`src/rtl/pipe_hazard_ctrl_pkg.sv`:
```
// pipe_hazard_ctrl_pkg: opcode classes, forwarding codes and the per-stage shadow record
package pipe_hazard_ctrl_pkg;
  localparam logic [6:0] OPC_OP     = 7'b0110011;
  localparam logic [6:0] OPC_OP_IMM = 7'b0010011;
  localparam logic [6:0] OPC_LOAD   = 7'b0000011;
  localparam logic [6:0] OPC_STORE  = 7'b0100011;
  localparam logic [1:0] FWD_RF  = 2'b00;
  localparam logic [1:0] FWD_MEM = 2'b01;
  localparam logic [1:0] FWD_WB  = 2'b10;
  localparam int REC_RD_W = 8;
  typedef struct packed {
    logic                valid;
    logic [REC_RD_W-1:0] rd;
    logic                reg_w;
    logic                is_load;
  } stage_rec_t;
endpackage

```
`src/rtl/pipe_hazard_ctrl_opc_class.sv`:
```
// hz_opc_class: opcode to register-usage class decoder
import pipe_hazard_ctrl_pkg::*;
module hz_opc_class (
  input  logic [6:0] opcode,
  output logic       reg_w,
  output logic       is_load,
  output logic       uses_rs1,
  output logic       uses_rs2
);
  assign reg_w    = opcode == OPC_OP || opcode == OPC_OP_IMM || opcode == OPC_LOAD;
  assign is_load  = opcode == OPC_LOAD;
  assign uses_rs1 = reg_w || opcode == OPC_STORE;
  assign uses_rs2 = opcode == OPC_OP || opcode == OPC_STORE;
endmodule

```
`src/rtl/pipe_hazard_ctrl.sv`:
```
// pipe_hazard_ctrl: load-use stalls, branch flushes and registered EX forwarding selects
import pipe_hazard_ctrl_pkg::*;
module pipe_hazard_ctrl #(
  parameter int REG_ADDR_W  = 5,
  parameter int STALL_CNT_W = 16
) (
  input  logic                   clk,
  input  logic                   rst,
  input  logic                   id_valid,
  input  logic [6:0]             id_opcode,
  input  logic [REG_ADDR_W-1:0]  id_rs1,
  input  logic [REG_ADDR_W-1:0]  id_rs2,
  input  logic [REG_ADDR_W-1:0]  id_rd,
  input  logic                   ex_branch_taken,
  output logic                   stall,
  output logic                   flush_if_id,
  output logic                   ex_valid,
  output logic [1:0]             fwd_a_sel,
  output logic [1:0]             fwd_b_sel,
  output logic [STALL_CNT_W-1:0] stall_count
);
  logic                id_reg_w, id_is_load, use_rs1, use_rs2;
  logic [REC_RD_W-1:0] rs1, rs2, rd, mem_rd;
  logic                mem_wr, ex_fw, ex_ld, bubble;
  logic [1:0]          fwd_a_nxt, fwd_b_nxt;
  stage_rec_t          ex_r, id_rec;
  hz_opc_class u_cls (
    .opcode   (id_opcode),
    .reg_w    (id_reg_w),
    .is_load  (id_is_load),
    .uses_rs1 (use_rs1),
    .uses_rs2 (use_rs2)
  );
  assign rs1 = REC_RD_W'(id_rs1);
  assign rs2 = REC_RD_W'(id_rs2);
  assign rd  = REC_RD_W'(id_rd);
  assign id_rec = '{valid: id_valid, rd: rd, reg_w: id_reg_w && rd != '0, is_load: id_is_load};
  assign ex_fw = ex_r.valid && ex_r.reg_w && !ex_r.is_load;
  assign ex_ld = ex_r.valid && ex_r.reg_w && ex_r.is_load;
  assign stall = id_valid && ex_ld && !ex_branch_taken &&
                 ((use_rs1 && ex_r.rd == rs1) || (use_rs2 && ex_r.rd == rs2));
  assign flush_if_id = ex_branch_taken;
  assign bubble = stall || ex_branch_taken;
  assign fwd_a_nxt = !use_rs1 ? FWD_RF : (ex_fw && ex_r.rd == rs1) ? FWD_MEM :
                     (mem_wr && mem_rd == rs1) ? FWD_WB : FWD_RF;
  assign fwd_b_nxt = !use_rs2 ? FWD_RF : (ex_fw && ex_r.rd == rs2) ? FWD_MEM :
                     (mem_wr && mem_rd == rs2) ? FWD_WB : FWD_RF;
  assign ex_valid = ex_r.valid;
  // advance the shadow records, inserting a bubble into EX on stall or branch
  always_ff @(posedge clk) begin
    if (rst) begin
      ex_r        <= '0;
      mem_wr      <= 1'b0;
      mem_rd      <= '0;
      fwd_a_sel   <= FWD_RF;
      fwd_b_sel   <= FWD_RF;
      stall_count <= '0;
    end else begin
      mem_wr    <= ex_r.valid && ex_r.reg_w;
      mem_rd    <= ex_r.rd;
      ex_r      <= bubble ? '0 : id_rec;
      fwd_a_sel <= bubble ? FWD_RF : fwd_a_nxt;
      fwd_b_sel <= bubble ? FWD_RF : fwd_b_nxt;
      if (stall && stall_count != '1) stall_count <= stall_count + STALL_CNT_W'(1);
    end
  end
endmodule

```
`config.mk`:
```
export PLATFORM = sky130hd
export DESIGN_NAME = pipe_hazard_ctrl
export DESIGN_NICKNAME = d
export VERILOG_FILES = /design/src/rtl/pipe_hazard_ctrl_pkg.sv /design/src/rtl/pipe_hazard_ctrl_opc_class.sv /design/src/rtl/pipe_hazard_ctrl.sv
export SDC_FILE = /design/constraint.sdc
export NUM_CORES = 1
export LEC_CHECK = 0
export CAP_MARGIN = 20
export CELL_PAD_IN_SITES_DETAIL_PLACEMENT = 2
export CELL_PAD_IN_SITES_GLOBAL_PLACEMENT = 2
export CORE_MARGIN = 4
export CORE_UTILIZATION = 29
export CTS_CLUSTER_DIAMETER = 30
export DETAILED_ROUTE_END_ITERATION = 10
export GPL_TIMING_DRIVEN = 0
export PLACE_DENSITY_LB_ADDON = 0.15
export SETUP_SLACK_MARGIN = 0.5
export SLEW_MARGIN = 20
export SYNTH_ARGS = -nofsm -noshare
export SYNTH_HDL_FRONTEND = slang
export SYNTH_SLANG_ARGS = --single-unit
```
`constraint.sdc`:
```
create_clock -name clk -period 4.86 [get_ports clk]
set_input_delay 0.972 -clock clk [delete_from_list [all_inputs] [get_ports clk]]
set_output_delay 0.972 -clock clk [all_outputs]
set_load 0.005 [all_outputs]
```
==> summary.md <==
| Metric | Value |
|---|---|
| Gate Count Post-Synth | `180` |
| 1st-iter DRT viols | `58` |
| CTS Hold Bufs | `0` |
| Vias in the first global route | `1687` |
| Tightest Pin Transition | `0.726 ns` |
| Critical path's most frequent cell | `clkdlybuf4s50_1` |
| Port bufs | `48` |
| Synthesized net count | `207` |
| Final Hold Fails | `0` |
| Root Driver | `clkbuf_8` |
| Top fanout value on the critical path | `4` |
| First-pass GRT wire length | `8.46 mm` |
| Multi-input gate area | `863 um2` |
| CP Class | `input pin to output pin` |
| TNS Setup | `0 ns` |
| Detailed Routing Iterations Pass 1 | `4` |
| Die H | `82.3 um` |
| Total CTS buffers | `5` |
| Cts repair resizes | `0` |
| Final #Nets | `262` |
| Slew Viols, Final | `0` |
| GP Congestion | `0.762` |
| Core Rows | `26` |
| Crit-path leading delay family | `buffers and inverters` |
| ANT cells | `0` |
| Cell Count, Final, Fillers Out | `305` |
| Logic gate share of total power | `9.6%` |
| Routed len/inst | `16.9 um` |
| # Max-Cap Violations | `0` |
| Slew HR | `51.2%` |
| Unrepaired setup endpoints after global routing | `false` |
| P_sw | `0.122 mW` |
| Req. time, crit path | `3.89 ns` |
| Int Power | `0.410 mW` |
| Most frequent cells in the layout | `clkdlybuf4s50_1 (48), dfxtp_1 (34), xor2_1 (15)` |
| CP Capture Type | `output pin` |
| Yosys reg bits | `34` |
| Syn Area/Cell | `8.90 um2` |
| CTS tree | `built` |
| CP Cell Sequence | `clkdlybuf4s50_1 -> xor2_1 -> nor3_1 -> and3_4 -> o21a_1 -> clkdlybuf4s50_1` |
| Final min period | `3.83 ns` |
| Clock group share of total power | `36.9%` |
| Sequential standard cell area | `681 um2` |
| Final Setup Violations | `0` |
| Final wirelength | `5.16 mm` |
| Crit path arrival time | `2.86 ns` |
| Area Growth Syn to Fin | `40.2%` |
| Synthesized cell area | `1600 um2` |
| Die Area | `6780 um2` |
| Grt total ovfl | `0` |
| Post-CTS setup buffers | `0` |
| CP startpoint kind | `input pin` |
| Post-route ant nets | `0` |
| Placed cells | `298` |
| Vias | `1523` |
| Core Area | `5240 um2` |
| Clock Sinks | `34` |
| Pre-CTS WS | `1.01 ns` |
| Fill cells | `598` |
| GRT Total Usage | `16.6%` |
| F_max | `261 MHz` |
| CP Buf/Inv Count | `2` |
| Routed vias/inst | `4.99` |
| Warnings, synthesis | `0` |
| Ratio of total power to cell area | `237 nW/um2` |
| Peak supply drop | `0.0958 mV` |
| # IOs | `49` |
| Final period util | `78.9%` |
| Status | `complete, no violations` |
| Starting Density | `30.6%` |
| Hpwl dp | `4.12 mm` |
| DRC violations left | `0` |
| Finished Cell Area | `2250 um2` |
| Largest stage delay, worst path | `0.54 ns` |
| Seq pwr share | `53.5%` |
| Commonest non-fill, non-tap cell in the layout | `clkdlybuf4s50_1` |
| Share of cells above drive strength 1 | `7.23%` |
| Slowest stage cell, crit path | `clkdlybuf4s50_1` |
| Post-synthesis sequential area ratio | `42.5%` |
| Largest net degree at the start of global routing | `11` |
| Hold Path Class | `flip-flop to flip-flop` |
| Post-synth cell types | `35` |
| Clock buffer depth | `2` |
| Total power draw | `0.533 mW` |
| H-tree depth | `2` |
| Clk_skew | `0.00372 ns` |
| Worst-Skew Late Latency | `0.28 ns` |
| Placed cell area | `2170 um2` |
| Setup ws final | `1.03 ns` |
| Leakage | `0.747 nW` |
| Sw Share | `23.0%` |
| Initial antenna violation count | `0` |
| Die W | `82.3 um` |
| Worst-path clk slew | `0.06 ns` |
-- state kept, by name (all words and copies together), names as in the netlist --
| name | count |
|---|---|
| ex_r | 7 |
| ex_valid | 1 |
| mem_wr | 1 |
| fwd_b_sel | 2 |
| fwd_a_sel | 2 |
| mem_rd | 5 |
| stall_count | 16 |
-- kinds of logic (layout without fill, tap and decap cells) --
| logic type | after synthesis | count (layout) | synth area share, % |
|---|---|---|---|
| simple gates | 82 | 82 | 29.6 |
| buf+inv | 10 | 65 | 3.59 |
| compound gates | 30 | 30 | 10.7 |
| xor+xnor | 21 | 21 | 11.5 |
| mux | 2 | 2 | 1.33 |
| fa+ha+maj | 1 | 1 | 0.781 |
| flops | 34 | 34 | 42.5 |
-- cell type report --
type                       instances  area share (%)
buffer                             6            1.89
clock buffer                       7            3.40
inverter                           4           0.669
multi-input combinational        136            38.4
sequential                        34            30.3
tap                               70            3.90
timing repair buffer              48            21.4
-- power groups by stage --
stage / Combinational [mW] / Sequential (mW) / Clock (mW)
final: 0.0513 / 0.285 / 0.196
after global routing: 0.0562 / 0.285 / 0.215
after CTS: 0.0523 / 0.285 / 0.203
after detailed placement: 0.0519 / 0.291 / 0
after global placement: 0.0496 / 0.291 / 0
after floorplan: 0.0188 / 0.290 / 0
-- metal layers --
layer | GRT usage [%] | part of all wire [%] | vias up
li1 | - | - | 741
met3 | 3.90 | 4.9 | 6
met1 | 19.9 | 45 | 739
met5 | 0 | 0 | -
met4 | 4.49 | 1.1 | 0
met2 | 29.2 | 49 | 37
-- Yosys cell counts --
| cell type | instances | area share, % |
|---|---|---|
| o211ai_1 | 1 | 0.47 |
| o31ai_1 | 3 | 1.4 |
| o21ai_0 | 4 | 1.3 |
| nor2_1 | 13 | 3.0 |
| or4b_1 | 1 | 0.63 |
| ha_1 | 1 | 0.78 |
| clkbuf_1 | 2 | 0.47 |
| nand3_1 | 8 | 2.5 |
| or2_1 | 1 | 0.39 |
| xor2_1 | 15 | 8.2 |
| buf_6 | 2 | 1.4 |
| o21a_1 | 1 | 0.47 |
| xnor2_1 | 6 | 3.3 |
| mux2_2 | 1 | 0.70 |
| nor3_2 | 5 | 3.1 |
| buf_4 | 1 | 0.47 |
| and3_4 | 1 | 0.70 |
| o211ai_2 | 1 | 0.78 |
| or4_1 | 5 | 2.3 |
| dfxtp_1 | 34 | 42 |
| and2_1 | 7 | 2.7 |
| o21ai_1 | 6 | 1.9 |
| nand2_1 | 11 | 2.6 |
| a21oi_1 | 13 | 4.1 |
| nand4_1 | 6 | 2.3 |
| mux2i_1 | 1 | 0.63 |
| or3_1 | 10 | 3.9 |
| inv_1 | 4 | 0.94 |
| o22ai_1 | 1 | 0.39 |
| buf_2 | 1 | 0.31 |
| and4_1 | 1 | 0.55 |
| nor4_1 | 2 | 0.78 |
| nor2b_1 | 6 | 2.3 |
| nor3_1 | 4 | 1.3 |
| and3_1 | 1 | 0.39 |
-- through the flow --
stage / hold WS (ns) / util (%)
4_1_cts: 0.510 / 42.9
6_report: 0.494 / 42.9
3_3_place_gp: 0.473 / 41.4
3_5_place_dp: 0.497 / 41.4
5_1_grt: 0.529 / 42.9
2_1_floorplan: 0.441 / -
-- worst min-delay path, stage by stage, from the launching register on --
cell and delay (ns):
dfxtp_1 0.31, inv_1 0.09, nor3_2 0.05
-- path summary, 6_finish.rpt --
| path | endpoint | from | slack (ns) | cells past startpoint |
|---|---|---|---|---|
| worst max-delay path | stall | id_rs2[3] | 1.03 | 6 |
| worst min register to register | fwd_a_sel[1]$_SDFF_PP0_ | mem_wr$_SDFF_PP0_ | 0.49 | 2 |
| worst min-delay path | fwd_a_sel[1]$_SDFF_PP0_ | mem_wr$_SDFF_PP0_ | 0.49 | 2 |
| worst max register to register | stall_count[1]$_SDFFE_PP0P_ | stall_count[1]$_SDFFE_PP0P_ | 2.69 | 8 |
(Power assumes the default switching activity.)
